`src/rtl/irq_dispatch.sv`:
```
// irq_dispatch: turns level-style request flags from the interrupt priority
// controller into one FIFO entry per distinct {bus,channel} event, so a
// request held for many cycles is reported once.
module irq_dispatch #(
  parameter int DEPTH = 4
) (
  input  logic                     clk,
  input  logic                     rst,
  input  logic                     pa,
  input  logic                     pb,
  input  logic                     pc,
  input  logic [3:0]               chan,
  input  logic                     out_ready,
  input  logic                     ovf_clr,
  output logic                     out_valid,
  output logic [1:0]               out_bus,
  output logic [3:0]               out_chan,
  output logic [$clog2(DEPTH):0]   count,
  output logic                     ovf
);

  localparam int AW = $clog2(DEPTH);
  localparam int CW = AW + 1;

  typedef enum logic {IDLE, HELD} state_t;

  logic         pa_q, pb_q, pc_q;
  logic [3:0]   chan_q;
  logic [1:0]   bus_q;
  logic [5:0]   cur;

  state_t       state, next_state;
  logic [5:0]   key, next_key;
  logic         push;

  logic [5:0]   mem [DEPTH];
  logic [AW-1:0] rptr, wptr;
  logic         full, pop, wr, drop;

  // Input stage: one register layer between the controller and the event logic.
  always_ff @(posedge clk or posedge rst) begin
    if (rst) begin
      pa_q   <= 1'b0;
      pb_q   <= 1'b0;
      pc_q   <= 1'b0;
      chan_q <= 4'd0;
    end else begin
      pa_q   <= pa;
      pb_q   <= pb;
      pc_q   <= pc;
      chan_q <= chan;
    end
  end

  // Fixed-priority bus code from the registered flags; 0 means no request.
  always_comb begin
    bus_q = 2'd0;
    if (pa_q)      bus_q = 2'd1;
    else if (pb_q) bus_q = 2'd2;
    else if (pc_q) bus_q = 2'd3;
  end

  assign cur = {bus_q, chan_q};

  // Event detector state and the key of the request currently being held.
  always_ff @(posedge clk or posedge rst) begin
    if (rst) begin
      state <= IDLE;
      key   <= 6'd0;
    end else begin
      state <= next_state;
      key   <= next_key;
    end
  end

  // Push on a new request, or on a change of request while one is held.
  always_comb begin
    next_state = state;
    next_key   = key;
    push       = 1'b0;
    case (state)
      IDLE: begin
        if (bus_q != 2'd0) begin
          push       = 1'b1;
          next_key   = cur;
          next_state = HELD;
        end
      end
      HELD: begin
        if (bus_q == 2'd0) begin
          next_state = IDLE;
        end else if (cur != key) begin
          push     = 1'b1;
          next_key = cur;
        end
      end
      default: next_state = IDLE;
    endcase
  end

  assign out_valid = (count != '0);
  assign full      = (count == CW'(DEPTH));
  assign pop       = out_valid & out_ready;
  assign wr        = push & (~full | pop);
  assign drop      = push & full & ~pop;

  // Storage array; a write into a full FIFO lands in the slot being popped.
  always_ff @(posedge clk) begin
    if (wr) mem[wptr] <= cur;
  end

  // Pointers and occupancy; pointers wrap naturally since DEPTH is a power of two.
  always_ff @(posedge clk or posedge rst) begin
    if (rst) begin
      rptr  <= '0;
      wptr  <= '0;
      count <= '0;
    end else begin
      if (wr)  wptr <= wptr + AW'(1);
      if (pop) rptr <= rptr + AW'(1);
      case ({wr, pop})
        2'b10:   count <= count + CW'(1);
        2'b01:   count <= count - CW'(1);
        default: count <= count;
      endcase
    end
  end

  // Sticky overflow: a drop in the same cycle as a clear wins.
  always_ff @(posedge clk or posedge rst) begin
    if (rst)          ovf <= 1'b0;
    else if (drop)    ovf <= 1'b1;
    else if (ovf_clr) ovf <= 1'b0;
  end

  assign out_bus  = out_valid ? mem[rptr][5:4] : 2'd0;
  assign out_chan = out_valid ? mem[rptr][3:0] : 4'd0;

endmodule

```
`config.mk`:
```
export PLATFORM = sky130hd
export DESIGN_NAME = irq_dispatch
export DESIGN_NICKNAME = d
export VERILOG_FILES = /design/src/rtl/irq_dispatch.sv
export SDC_FILE = /design/constraint.sdc
export NUM_CORES = 1
export LEC_CHECK = 0
export CELL_PAD_IN_SITES_DETAIL_PLACEMENT = 1
export CELL_PAD_IN_SITES_GLOBAL_PLACEMENT = 2
export CORE_ASPECT_RATIO = 2
export CORE_UTILIZATION = 39
export DETAILED_ROUTE_END_ITERATION = 10
export DONT_BUFFER_PORTS = 1
export PLACE_DENSITY_LB_ADDON = 0.1
export SLEW_MARGIN = 30
export SYNTH_ARGS = -nofsm -noshare
export SYNTH_HDL_FRONTEND = slang
export SYNTH_SLANG_ARGS = --single-unit
```
`constraint.sdc`:
```
create_clock -name clk -period 2.8 [get_ports clk]
set_input_delay 0.42 -clock clk [delete_from_list [all_inputs] [get_ports clk]]
set_output_delay 0.42 -clock clk [all_outputs]
set_load 0.05 [all_outputs]
```
Word level (Yosys, flattened, before mapping) --
Memories as Yosys holds them, arrays and structs flattened. Cells that the tools add are included.
Word-level totals: memories 1, output and inout port bits 11, memory bits (writable) 24, register bits after elaboration 22, logic and storage cells 56, bits of input ports 11
Cells by class: reduce and logical (&&, ||, !) cells 6, $add $sub $neg 4, bitwise logic cells 8, eq/ne operators 7, muxes and demuxes 20
Memories:
- mem | words 4, width 6, rd ports 1, clocked after Yosys merged registers in 0, wr ports 1, line 36 | logic [5:0] mem [DEPTH];
Operators by type and width (number):
- $mux W6 | 3
- $pmux W6 S2 | 1
- $mux W1 | 8
- $mux W2 | 4
- $ne A6 B6 Y1 | 1
- $pmux W3 S2 | 1
- $reduce_bool A2 Y1 | 3
- $add A2 B1 Y2 const B | 2
- $and A1 B1 Y1 | 4
- $mux W4 | 1
- $ne A2 B2 Y1 const B | 2
- $pmux W1 S2 | 2
- $add A3 B1 Y3 const B | 1
- $eq A3 B3 Y1 const B | 1
- $not A1 Y1 | 3
- $reduce_and A3 Y1 | 1
- $reduce_bool A3 Y1 | 1
- $sub A3 B1 Y3 const B | 1
- $eq A2 B1 Y1 const B | 1
- $eq A2 B2 Y1 const B | 1
- $logic_not A2 Y1 | 1
- $ne A2 B1 Y1 const B | 1
- $or A1 B1 Y1 | 1

Longest topological paths before layout --
word-level depth 10, mapped depth 11, gate-level depth less buffers 10

Worst setup path after synthesis --
Ideal clock, no wire load.
path kind register to register, start register count[0], end register count[2], data arrival time 2631 ps, period minus slack after synthesis 2713 ps, buffers on the path 1, required time 2718 ps, path slack 87 ps, library setup time 82 ps, stages on the path, launching flop included 10, cell sequence dfrtp_1 or3_1 clkbuf_1 and2_1 ha_1 inv_1 fa_1 xor2_1 nor2_1 xor2_1
On the way: word-level cells in the longest chain between the ends 6, elaborated cells on any way between the ends 12, classes of those cells add/sub: 2; eq/ne: 3; mux: 1; bitwise: 4; reduce/logical: 2
Ends and longest elaborated chain:
- start, declared | line 18 | output logic [$clog2(DEPTH):0] count,
- start signal, assigned | line 122 | 2'b10: count <= count + CW'(1);
- start signal, assigned | line 123 | 2'b01: count <= count - CW'(1);
- start signal, assigned | line 124 | default: count <= count;
- $reduce_bool A3 Y1 (*) | line 101 | assign out_valid = (count != '0);
- via out_valid | line 15 | output logic out_valid,
- $and A1 B1 Y1 (*) | line 103 | assign pop = out_valid & out_ready;
- via pop | line 38 | logic full, pop, wr, drop;
- $or A1 B1 Y1 | line 104 | assign wr = push & (~full | pop);
- $and A1 B1 Y1 | line 104
- $eq A2 B1 Y1 or $eq A2 B2 Y1 (tied branches) | line 121 | case ({wr, pop})
- $pmux W3 S2 or $reduce_bool A2 Y1 (tied branches)
The timed path passes the listed nets; every way through them passes the cells marked *. A chain may end at the register's enable or synchronous reset.

Worst setup path in the final report --
start register pb_q, end register count[2]
On the way: word-level cells in the longest chain between the ends 9, elaborated cells on any way between the ends 14, classes of those cells eq/ne: 3; mux: 7; bitwise: 1; reduce/logical: 3
Ends and longest elaborated chain:
- start, declared | line 27 | logic pa_q, pb_q, pc_q;
- start signal, assigned | line 49 | pb_q <= pb;
- $mux W2 (*) | line 59 | else if (pb_q) bus_q = 2'd2;
- $mux W2 (*) | line 58 | if (pa_q) bus_q = 2'd1;
- $ne A6 B6 Y1 | line 92 | end else if (cur != key) begin
- $mux W1 | line 92
- $mux W1 | line 90 | if (bus_q == 2'd0) begin
- $pmux W1 S2 (*) | line 81 | case (state)
- $and A1 B1 Y1 (*) | line 104
- $eq A2 B1 Y1 or $eq A2 B2 Y1 (tied branches) | line 121
- $pmux W3 S2 or $reduce_bool A2 Y1 (tied branches)
Mark *: on every way between the ends. The rest lies on a longest branch, timed or not.

==> summary.txt <==
Timing
  – Fin crit share: 92.9%
  – Post-Route Setup TNS: 0 ns
  – Skew final: 0.00743 ns
  – Upper clock frequency limit: 385 MHz
  – Final hold viol count: 0
  – Final setup viols: 0
  – Slew margin rel.: 47.2%
  – Worst-margin pin slew: 0.787 ns
  – Min Tclk post-route: 2.60 ns
  – Worst hold slack: 0.0503 ns
  – RSZ-0062 raised after global routing: no
  – Fin. max-slew vios: 0

Die
  – Core Footprint: 4910 µm²
  – Num ports: 22
  – Horiz. Die Dim: 52.9 µm
  – Die span in y: 104 µm
  – Initial core utilization: 41.2%
  – Die area: 5490 µm²
  – Core Rows: 36

Worst setup path
  – Setup crit end: count[2]
  – Critical Path Source Type: flip-flop
  – CP most frequent cell: xor2_1
  – Kind of critical path: reg -> reg
  – CP max FO: 6
  – R2r startpoint: pb_q
  – Worst r2r dst: count[2]
  – CP arrival: 2.83 ns
  – Slowest stage delay, CP: 0.43 ns
  – CP cell instances: or3_1, o31a_1, a211oi_4, or2_1, ha_1, inv_1, fa_1, xor2_1, nor2_1, xor2_1
  – Crit end category: flip-flop
  – Crit. Startpoint: pb_q
  – Crit path max-delay family: simple AND/OR/NAND/NOR gates
  – R2R Setup Slk: 0.20 ns
  – Worst reg2reg path depth: 10
  – Crit path depth: 10
  – CP bufs+invs: 1
  – Critical Path RT: 3.02 ns
  – Worst path slowest cell: dfrtp_1

Synthesis
  – Post-synthesis compound-gate area fraction: 6.93%
  – Synth top area share: 35.7%
  – Post-Syn Nets: 160
  – Cell variety after synth: 41
  – Synth top area cells: edfxtp_1 (36%), dfrtp_1 (27%), mux4_2 (6.7%)
  – Ys async rst share: 47.8%
  – Mux contribution to synthesized area: 7.18%
  – Register area share after synthesis: 62.9%
  – Mapped Cells: 143
  – Post-synthesis simple-gate area fraction: 12.5%
  – Post-Synthesis Mean Instance Area: 14.1 µm²
  – Post-Synth Adder-Cell Area: 4.09%
  – Post-synth top area cell: edfxtp_1
  – Number of enable flip-flop cells after synthesis: 24
  – Post-synthesis sequential element count: 46
  – Largest family of logic cells by synthesized area: simple AND/OR/NAND/NOR gates
  – Most used DFF post-synth: edfxtp_1
  – Synth Warn #: 0
  – Synth Area in XOR/XNOR: 3.90%
  – Synth Cell Area: 2020 µm²

Finish
  – Area growth, synth to finish: 11.2%
  – Fillers: 516
  – Reg area: 1270 µm²
  – Area of the multi-input gates: 719 µm²
  – Commonest non-fill, non-tap cell in the layout: edfxtp_1
  – Nets: 169
  – Share of layout cells above drive strength 1: 17.0%
  – Commonest cells after routing, fill and taps aside: edfxtp_1 (24), dfrtp_1 (22), nand2_1 (14), and2_1 (8), inv_1 (7)
  – Antenna Cells: 0

Clock tree
  – Post-CTS Setup Repair Bufs: 0
  – CTS Sinks: 46
  – Worst skew pair latency: 0.29 ns
  – TritonCTS clock tree: yes
  – CTS max path bufs: 2
  – TritonCTS Buffers: 5
  – Post-cts sizing count: 0
  – Root Buffer: clkbuf_8
  – CTS H-tree lvls: 2
  – Clock transition at the registers of the reported paths: 0.08 ns
  – Post-CTS Hold Fix Bufs: 0

Global route
  – Largest net degree at the start of global routing: 23
  – Total GRT Usage: 17.0%
  – Initial antenna violation count: 0
  – Number of global-route vias before repair: 1,325
  – Grt ovf: 0
  – First-pass GRT wire length: 6.55 mm

Placed design
  – Placer congestion estimate: 0.761
  – Post-DP HPWL: 3.18 mm
  – Port bufs: 0

Pwr
  – Leakage: 0.000870 µW
  – Power Dens Cells: 1120 nW/µm²
  – Peak VDD IR: 0.670 mV

Route
  – DR DRC count: 0
  – Final WL: 4.04 mm
  – Final ANT Viol Nets: 0
  – Drt wl/cell: 19.2 µm
  – 1st-pass router iterations: 4
  – DR vias: 1,150
  – Initial drt markers: 7
  – Via-to-Cell Ratio: 5.48

Flow run
  – Max_cap viols: 0

Worst hold path
  – Min-Delay Path Class: in -> async

Status
  – Status: finished clean
## metrics by stage
step,area [µm²],util [%],total power [µW],cells,worst slack [ns]
after CTS,2240,45.6,2570,210,0.176
after global placement,2120,43.2,2050,202,0.261
after global routing,2250,45.8,2670,210,0.0578
final,2250,45.8,2530,210,0.199
after detailed placement,2130,43.4,2090,202,0.189
after floorplan,2020,-,1880,143,0.0866
## synthesized netlist by cell type (all sizes together), types with 2 or more instances
| cell | instances |
|---|---|
| edfxtp | 24 |
| dfrtp | 22 |
| nand2 | 14 |
| inv | 9 |
| and2 | 8 |
| mux4 | 6 |
| xnor2 | 6 |
| ha | 5 |
| nor3b | 4 |
| clkbuf | 3 |
| nor2 | 3 |
| nor2b | 3 |
| nor3 | 3 |
| xor2 | 3 |
| a211oi | 2 |
| a21o | 2 |
| nand3 | 2 |
| o2111ai | 2 |
| o211ai | 2 |
| o21ai | 2 |
| or3 | 2 |
## power by group
group          switching (µW)  internal [µW]  total, µW
sequential                146            913       1060
combinational             668            325        992
clock                     207            267        474
total                    1020           1510       2530
## cell families after synthesis
logic type / after synthesis
flops: 46
mux: 7
xor+xnor: 9
fa+ha+maj: 6
simple gates: 45
buf+inv: 13
compound gates: 17
## how the worst min path moves through the flow
stage	start	endpoint
global placement	chan[1]	chan_q[1]
global route	rst	count[2]
finish	rst	ovf
detailed placement	chan[1]	chan_q[1]
CTS	chan[3]	chan_q[3]
floorplan	rst	chan_q[0]
## flip-flops by register name, indices dropped and copies added, names as in the netlist
signal  cells
key         6
mem        24
wptr        2
count       3
state       1
pb_q        1
chan_q      4
rptr        2
pa_q        1
pc_q        1
ovf         1
## metal layers
layer | up-vias | global-route usage [%] | wire [µm]
met5 | - | 0 | 0
met4 | 0 | 8.83 | 141
met3 | 10 | 3.52 | 75
met2 | 18 | 30.1 | 2410
met1 | 592 | 17.5 | 1410
li1 | 530 | - | -
## layout make-up
cell class                      instances  area share, %
Sequential cell                        46           56.6
Multi-Input combinational cell         84           32.0
Clock buffer                            7           3.40
Tap cell                               57           3.17
Timing Repair Buffer                    6           2.00
Inverter                                9           1.50
Clock inverter                          1           1.34
(Power assumes the default switching activity.)
